[config.mk]
export PLATFORM = sky130hd
export DESIGN_NAME = adc_responder
export DESIGN_NICKNAME = d
export VERILOG_FILES = /design/src/rtl/adc_pkg.sv /design/src/rtl/sync_edge.sv /design/src/rtl/adc_responder.sv
export SDC_FILE = /design/constraint.sdc
export NUM_CORES = 1
export LEC_CHECK = 0
export ABC_AREA = 1
export CAP_MARGIN = 10
export CORE_MARGIN = 10
export CORE_UTILIZATION = 50
export CTS_CLUSTER_SIZE = 40
export DETAILED_ROUTE_END_ITERATION = 7
export MAX_ROUTING_LAYER = met4
export PLACE_DENSITY_LB_ADDON = 0.25
export SYNTH_ARGS = -nofsm -noshare
export SYNTH_HDL_FRONTEND = slang
export SYNTH_HIERARCHICAL = 1
export SYNTH_SLANG_ARGS = --single-unit
[constraint.sdc]
create_clock -name clock_50MHz -period 8 [get_ports clock_50MHz]
set_input_delay 1.6 -clock clock_50MHz [delete_from_list [all_inputs] [get_ports clock_50MHz]]
set_output_delay 1.6 -clock clock_50MHz [all_outputs]
set_load 0.05 [all_outputs]
[src/rtl/adc_pkg.sv]
// Shared constants and state encoding for the serial ADC responder model.
package adc_pkg;

    localparam int DEF_DATA_W      = 12;
    localparam int DEF_CFG_W       = 6;
    localparam int DEF_CONV_CYCLES = 80;

    localparam logic [DEF_DATA_W-1:0] BIPOLAR_FLIP = 12'h800;

    typedef enum logic [1:0] {
        IDLE    = 2'd0,
        CONVERT = 2'd1,
        READY   = 2'd2,
        SHIFT   = 2'd3
    } adc_state_e;

endpackage

[src/rtl/sync_edge.sv]
// Two-flop synchronizer with single-cycle rise/fall pulses on the synced level.
module sync_edge #(
    parameter logic RST_VAL = 1'b0
) (
    input  logic clk_i,
    input  logic rst_i,
    input  logic d_i,
    output logic sync_o,
    output logic rise_o,
    output logic fall_o
);

    logic meta_q;
    logic sync_q;
    logic prev_q;

    always_ff @(posedge clk_i or posedge rst_i) begin
        if (rst_i) begin
            meta_q <= RST_VAL;
            sync_q <= RST_VAL;
            prev_q <= RST_VAL;
        end else begin
            meta_q <= d_i;
            sync_q <= meta_q;
            prev_q <= sync_q;
        end
    end

    assign sync_o = sync_q;
    assign rise_o = sync_q & ~prev_q;
    assign fall_o = ~sync_q & prev_q;

endmodule

[src/rtl/adc_responder.sv]
// Device end of the dual-lane serial ADC link: converts on CNVST, shifts results
// out MSB first on two lanes, and captures the configuration word from SD.
module adc_responder
    import adc_pkg::*;
#(
    parameter int DATA_W      = DEF_DATA_W,
    parameter int CFG_W       = DEF_CFG_W,
    parameter int CONV_CYCLES = DEF_CONV_CYCLES
) (
    input  logic              clock_50MHz,
    input  logic              rst,
    input  logic              adc_cnvst,
    input  logic              adc_cs_n,
    input  logic              adc_sclk,
    input  logic              adc_sd,
    input  logic              adc_ub,
    input  logic              adc_sel,
    input  logic              adc_refsel,
    input  logic [DATA_W-1:0] sample0,
    input  logic [DATA_W-1:0] sample1,
    output logic [1:0]        adc_dout,
    output logic              conv_busy,
    output logic [CFG_W-1:0]  cfg_word,
    output logic              cfg_valid,
    output logic              frame_err
);

    localparam int CNT_W  = $clog2(CONV_CYCLES);
    localparam int BIT_W  = $clog2(DATA_W + 1);
    localparam int RCNT_W = $clog2(CFG_W + 1);
    localparam logic [DATA_W-1:0] FLIP = DATA_W'(BIPOLAR_FLIP);

    logic cnvst_rise, cnvst_lvl_unused, cnvst_fall_unused;
    logic cs_rise, cs_fall, cs_lvl_unused;
    logic sclk_rise, sclk_fall, sclk_lvl_unused;
    logic sd_meta_q, sd_sync_q;

    sync_edge #(.RST_VAL(1'b0)) u_sync_cnvst (
        .clk_i (clock_50MHz),
        .rst_i (rst),
        .d_i   (adc_cnvst),
        .sync_o(cnvst_lvl_unused),
        .rise_o(cnvst_rise),
        .fall_o(cnvst_fall_unused)
    );

    sync_edge #(.RST_VAL(1'b1)) u_sync_cs (
        .clk_i (clock_50MHz),
        .rst_i (rst),
        .d_i   (adc_cs_n),
        .sync_o(cs_lvl_unused),
        .rise_o(cs_rise),
        .fall_o(cs_fall)
    );

    sync_edge #(.RST_VAL(1'b0)) u_sync_sclk (
        .clk_i (clock_50MHz),
        .rst_i (rst),
        .d_i   (adc_sclk),
        .sync_o(sclk_lvl_unused),
        .rise_o(sclk_rise),
        .fall_o(sclk_fall)
    );

    always_ff @(posedge clock_50MHz or posedge rst) begin
        if (rst) begin
            sd_meta_q <= 1'b0;
            sd_sync_q <= 1'b0;
        end else begin
            sd_meta_q <= adc_sd;
            sd_sync_q <= sd_meta_q;
        end
    end

    adc_state_e        state_q, state_d;
    logic [CNT_W-1:0]  cnt_q, cnt_d;
    logic [DATA_W-1:0] pend0_q, pend0_d, pend1_q, pend1_d;
    logic [DATA_W-1:0] res0_q, res0_d, res1_q, res1_d;
    logic [DATA_W-1:0] sh0_q, sh0_d, sh1_q, sh1_d;
    logic [BIT_W-1:0]  bitcnt_q, bitcnt_d;
    logic [CFG_W-1:0]  cfg_sh_q, cfg_sh_d;
    logic [RCNT_W-1:0] rise_cnt_q, rise_cnt_d;
    logic [CFG_W-1:0]  cfg_word_q, cfg_word_d;
    logic              cfg_valid_q, cfg_valid_d;
    logic              frame_err_q, frame_err_d;
    logic              refsel_unused_q, refsel_unused_d;
    logic              conv_start, frame_start;

    always_ff @(posedge clock_50MHz or posedge rst) begin
        if (rst) begin
            state_q         <= IDLE;
            cnt_q           <= '0;
            pend0_q         <= '0;
            pend1_q         <= '0;
            res0_q          <= '0;
            res1_q          <= '0;
            sh0_q           <= '0;
            sh1_q           <= '0;
            bitcnt_q        <= '0;
            cfg_sh_q        <= '0;
            rise_cnt_q      <= '0;
            cfg_word_q      <= '0;
            cfg_valid_q     <= 1'b0;
            frame_err_q     <= 1'b0;
            refsel_unused_q <= 1'b0;
        end else begin
            state_q         <= state_d;
            cnt_q           <= cnt_d;
            pend0_q         <= pend0_d;
            pend1_q         <= pend1_d;
            res0_q          <= res0_d;
            res1_q          <= res1_d;
            sh0_q           <= sh0_d;
            sh1_q           <= sh1_d;
            bitcnt_q        <= bitcnt_d;
            cfg_sh_q        <= cfg_sh_d;
            rise_cnt_q      <= rise_cnt_d;
            cfg_word_q      <= cfg_word_d;
            cfg_valid_q     <= cfg_valid_d;
            frame_err_q     <= frame_err_d;
            refsel_unused_q <= refsel_unused_d;
        end
    end

    always_comb begin
        state_d         = state_q;
        cnt_d           = cnt_q;
        pend0_d         = pend0_q;
        pend1_d         = pend1_q;
        res0_d          = res0_q;
        res1_d          = res1_q;
        sh0_d           = sh0_q;
        sh1_d           = sh1_q;
        bitcnt_d        = bitcnt_q;
        cfg_sh_d        = cfg_sh_q;
        rise_cnt_d      = rise_cnt_q;
        cfg_word_d      = cfg_word_q;
        cfg_valid_d     = 1'b0;
        frame_err_d     = 1'b0;
        refsel_unused_d = refsel_unused_q;
        conv_start      = 1'b0;
        frame_start     = 1'b0;

        case (state_q)
            IDLE, READY: begin
                if (cnvst_rise) begin
                    conv_start = 1'b1;
                end else if (cs_fall) begin
                    frame_start = 1'b1;
                end
            end
            CONVERT: begin
                if (cnvst_rise) begin
                    frame_err_d = 1'b1;
                end
                // Early read serves the published results and abandons the pending conversion.
                if (cs_fall) begin
                    frame_err_d = 1'b1;
                    frame_start = 1'b1;
                end else if (cnt_q == '0) begin
                    res0_d  = pend0_q;
                    res1_d  = pend1_q;
                    state_d = READY;
                end else begin
                    cnt_d = cnt_q - 1'b1;
                end
            end
            SHIFT: begin
                if (cnvst_rise) begin
                    frame_err_d = 1'b1;
                end
                if (cs_rise) begin
                    state_d = IDLE;
                    if (rise_cnt_q < RCNT_W'(CFG_W)) begin
                        frame_err_d = 1'b1;
                    end else begin
                        cfg_word_d  = cfg_sh_q;
                        cfg_valid_d = 1'b1;
                    end
                end else begin
                    // Once every bit has left, the lanes are already all zeros.
                    if (sclk_fall && (bitcnt_q < BIT_W'(DATA_W))) begin
                        sh0_d    = {sh0_q[DATA_W-2:0], 1'b0};
                        sh1_d    = {sh1_q[DATA_W-2:0], 1'b0};
                        bitcnt_d = bitcnt_q + 1'b1;
                    end
                    if (sclk_rise && (rise_cnt_q < RCNT_W'(CFG_W))) begin
                        cfg_sh_d   = {cfg_sh_q[CFG_W-2:0], sd_sync_q};
                        rise_cnt_d = rise_cnt_q + 1'b1;
                    end
                end
            end
            default: state_d = IDLE;
        endcase

        if (conv_start) begin
            pend0_d         = adc_ub ? sample0 : (sample0 ^ FLIP);
            pend1_d         = adc_ub ? sample1 : (sample1 ^ FLIP);
            cnt_d           = CNT_W'(CONV_CYCLES - 1);
            refsel_unused_d = adc_refsel;
            state_d         = CONVERT;
        end
        if (frame_start) begin
            sh0_d      = adc_sel ? res1_q : res0_q;
            sh1_d      = adc_sel ? res0_q : res1_q;
            bitcnt_d   = '0;
            cfg_sh_d   = '0;
            rise_cnt_d = '0;
            state_d    = SHIFT;
        end
    end

    assign adc_dout  = (state_q == SHIFT) ? {sh1_q[DATA_W-1], sh0_q[DATA_W-1]} : 2'b00;
    assign conv_busy = (state_q == CONVERT);
    assign cfg_word  = cfg_word_q;
    assign cfg_valid = cfg_valid_q;
    assign frame_err = frame_err_q;

endmodule
==> impl_results.md <==
- Synth Instances: approximately 600
- CTS H-tree lvls: 4
- Number of clock sinks: around 110
- Final min period: 3.65 ns
- Worst hold margin: about 0.35 ns
- Status: completed
- Synthesis Warnings: 6
- Synth Cell Area: just over 0.005 mm2
- Power Density: roughly 360 mW/mm2
- Crit path launch type: register
- Die height: 121 um
- Nets: approximately 660
- RSZ-0062 raised after global routing: no
- Total CTS buffers: 17
- GRT Total Usage: 0.150
- Synthesized Nets: between 600 and 700
- Fin crit share: 0.456
- Setup repair bufs after CTS: 0
- Initial Util: 0.515
- Routed length per placed instance: 13.2 um
- First-pass GRT wire length: roughly 18000 um
- Antenna-violating nets left: 0
- Fin worst setup slack: between 4 and 5 ns
- Core box area: about 0.01 mm2
- Static Leak: between 3 and 4 nW
- PortBufs: 42
- FF-to-FF setup slack: 5.70 ns
- Sum Neg Setup Slack: 0 ns
- Avg Vias per Cell: a little over 5
- Number of remaining DRC errors: 0
- Congestion Overflow GR: 0
- WP data required: 6.40 ns
- DRC marker count from the first detailed-route iteration: between 200 and 300
- Reg2reg start: u_sync_cs/prev_q
- Die W: approximately 120 um
- Worst slack, placed: 4.62 ns
- Maxcap violations: 0
- Initial antenna violation count: 0
- Via count: around 3.9k
- CTS tree: done
- Worst R2R End: sh0_q[10]
- Pwr Total: around 2.2 mW
- Crit path cell chain: nand2_4 -> nor2_1 -> clkdlybuf4s50_1
- CP startpoint: state_q[1]
- Final setup vio count: 0
- Max IR drop VDD: 0.179 mV
- Worst path arrival time: 2.05 ns
- Slew headroom: 0.404
- 1st-pass router iterations: 5
- Critical-path maximum fanout: 6
- CTS Root Cell: clkbuf_8
- RePlAce Congestion: 0.757
- Die area: approximately 0.015 mm2
- Layout cells sized above 1: 0.0868
- Hold_buf cts: 0
- Core Util, Final: 0.623
- Largest net degree at the start of global routing: 76
- FP Rows: 36
- Worst min path class: register to register
- Avg Inst Size Synth: around 8.7 um2
- Diode count: 0
- Worst Tran Pin Value: a little under 0.9 ns
- Final hold viol count: 0
- Vias in the first global route: 3759
- Final Skew: 0.0116 ns
- DP HPWL: 6560 um
- FILL cells: 859
- End of the critical path: adc_dout[0]
- Drt total wl: approximately 10000 um
- Crit Path Class: register to primary output
- Worst-path clk slew: around 0.060 ns
- Critical Path End Type: primary output
- Post_cts resized: 0
- Crit-path slowest cell: clkdlybuf4s50_1
- I/O Pins: 44
- Latest clock arrival within the worst-skew pair: roughly 0.51 ns
- Max Fclk: 274 MHz
- Crit path largest cell delay: ~0.82 ns
- Layout area overhead: 20.9%
- FF-to-FF path depth: 6
- Max Buffers Root-to-Sink: 2
- Final Slew Violations: 0
==> cells in the final DEF, fill, tap and decap left out, types with 16 or more instances in the layout <==
| master | instances |
|---|---|
| o21ai_0 | 31 |
| inv_1 | 58 |
| dfrtp_1 | 110 |
| clkdlybuf4s50_1 | 42 |
| nand2_1 | 174 |
| nor2_1 | 43 |
| o211ai_1 | 17 |
| a21oi_1 | 30 |
| nand3_1 | 55 |
| clkbuf_16 | 16 |
==> where the power goes <==
group / internal (mW) / switching [mW] / total [mW]
clock: 0.528 / 0.249 / 0.777
combinational: 0.197 / 0.342 / 0.539
sequential: 0.781 / 0.125 / 0.906
total: 1.50 / 0.716 / 2.22
==> critical path, delay by kind of cell (launching register included) <==
family	cells	cell delay, ns
buffers and inverters	1	0.82
flip-flops	1	0.47
AND/OR/NAND/NOR	2	0.25
==> state kept, by name (all words and copies together) (netlist names), 2 cells and up <==
signal	flops
res1_q	12
sh1_q	12
bitcnt_q	4
sh0_q	12
state_q	2
res0_q	12
cnt_q	7
cfg_sh_q	6
rise_cnt_q	3
pend1_q	12
pend0_q	12
cfg_word	6
==> worst min path at each step <==
stage / start / endpoint / cells past startpoint
2_1_floorplan: sd_meta_q / sd_sync_q / 0
3_3_place_gp: u_sync_sclk/meta_q / u_sync_sclk/sync_o / 0
3_5_place_dp: u_sync_cnvst/meta_q / u_sync_cnvst/sync_o / 0
4_1_cts: u_sync_cnvst/meta_q / u_sync_cnvst/sync_o / 0
5_1_grt: sd_meta_q / sd_sync_q / 0
6_report: u_sync_cnvst/meta_q / u_sync_cnvst/sync_o / 0
==> routing by layer <==
| layer | share of wire | global-route usage | vias to the layer above | wire (um) |
|---|---|---|---|---|
| met4 | 0.012 | 0.0528 | 0 | 126 |
| met1 | 0.48 | 0.193 | 1852 | 4810 |
| met3 | 0.033 | 0.0400 | 15 | 330 |
| met5 | 0 | - | - | 0 |
| li1 | - | - | 1945 | - |
| met2 | 0.48 | 0.225 | 66 | 4840 |
==> final cells by class <==
cell class              instances  area, um2  share of cell area
clock buffers                  22        463              0.0756
clock inverters                 9        155              0.0254
inverters                      63        241              0.0395
multi-input cells             383       1830               0.299
flip-flops and latches        113       2830               0.463
well taps                     133        166              0.0272
repair buffers                 44        435              0.0712
==> through the flow <==
step	cells	area [um2]
after global placement	736	5500
after global routing	767	6120
final	767	6120
after floorplan	583	5060
after CTS	767	6120
after detailed placement	736	5500
Power figures use the tool's default switching activity.
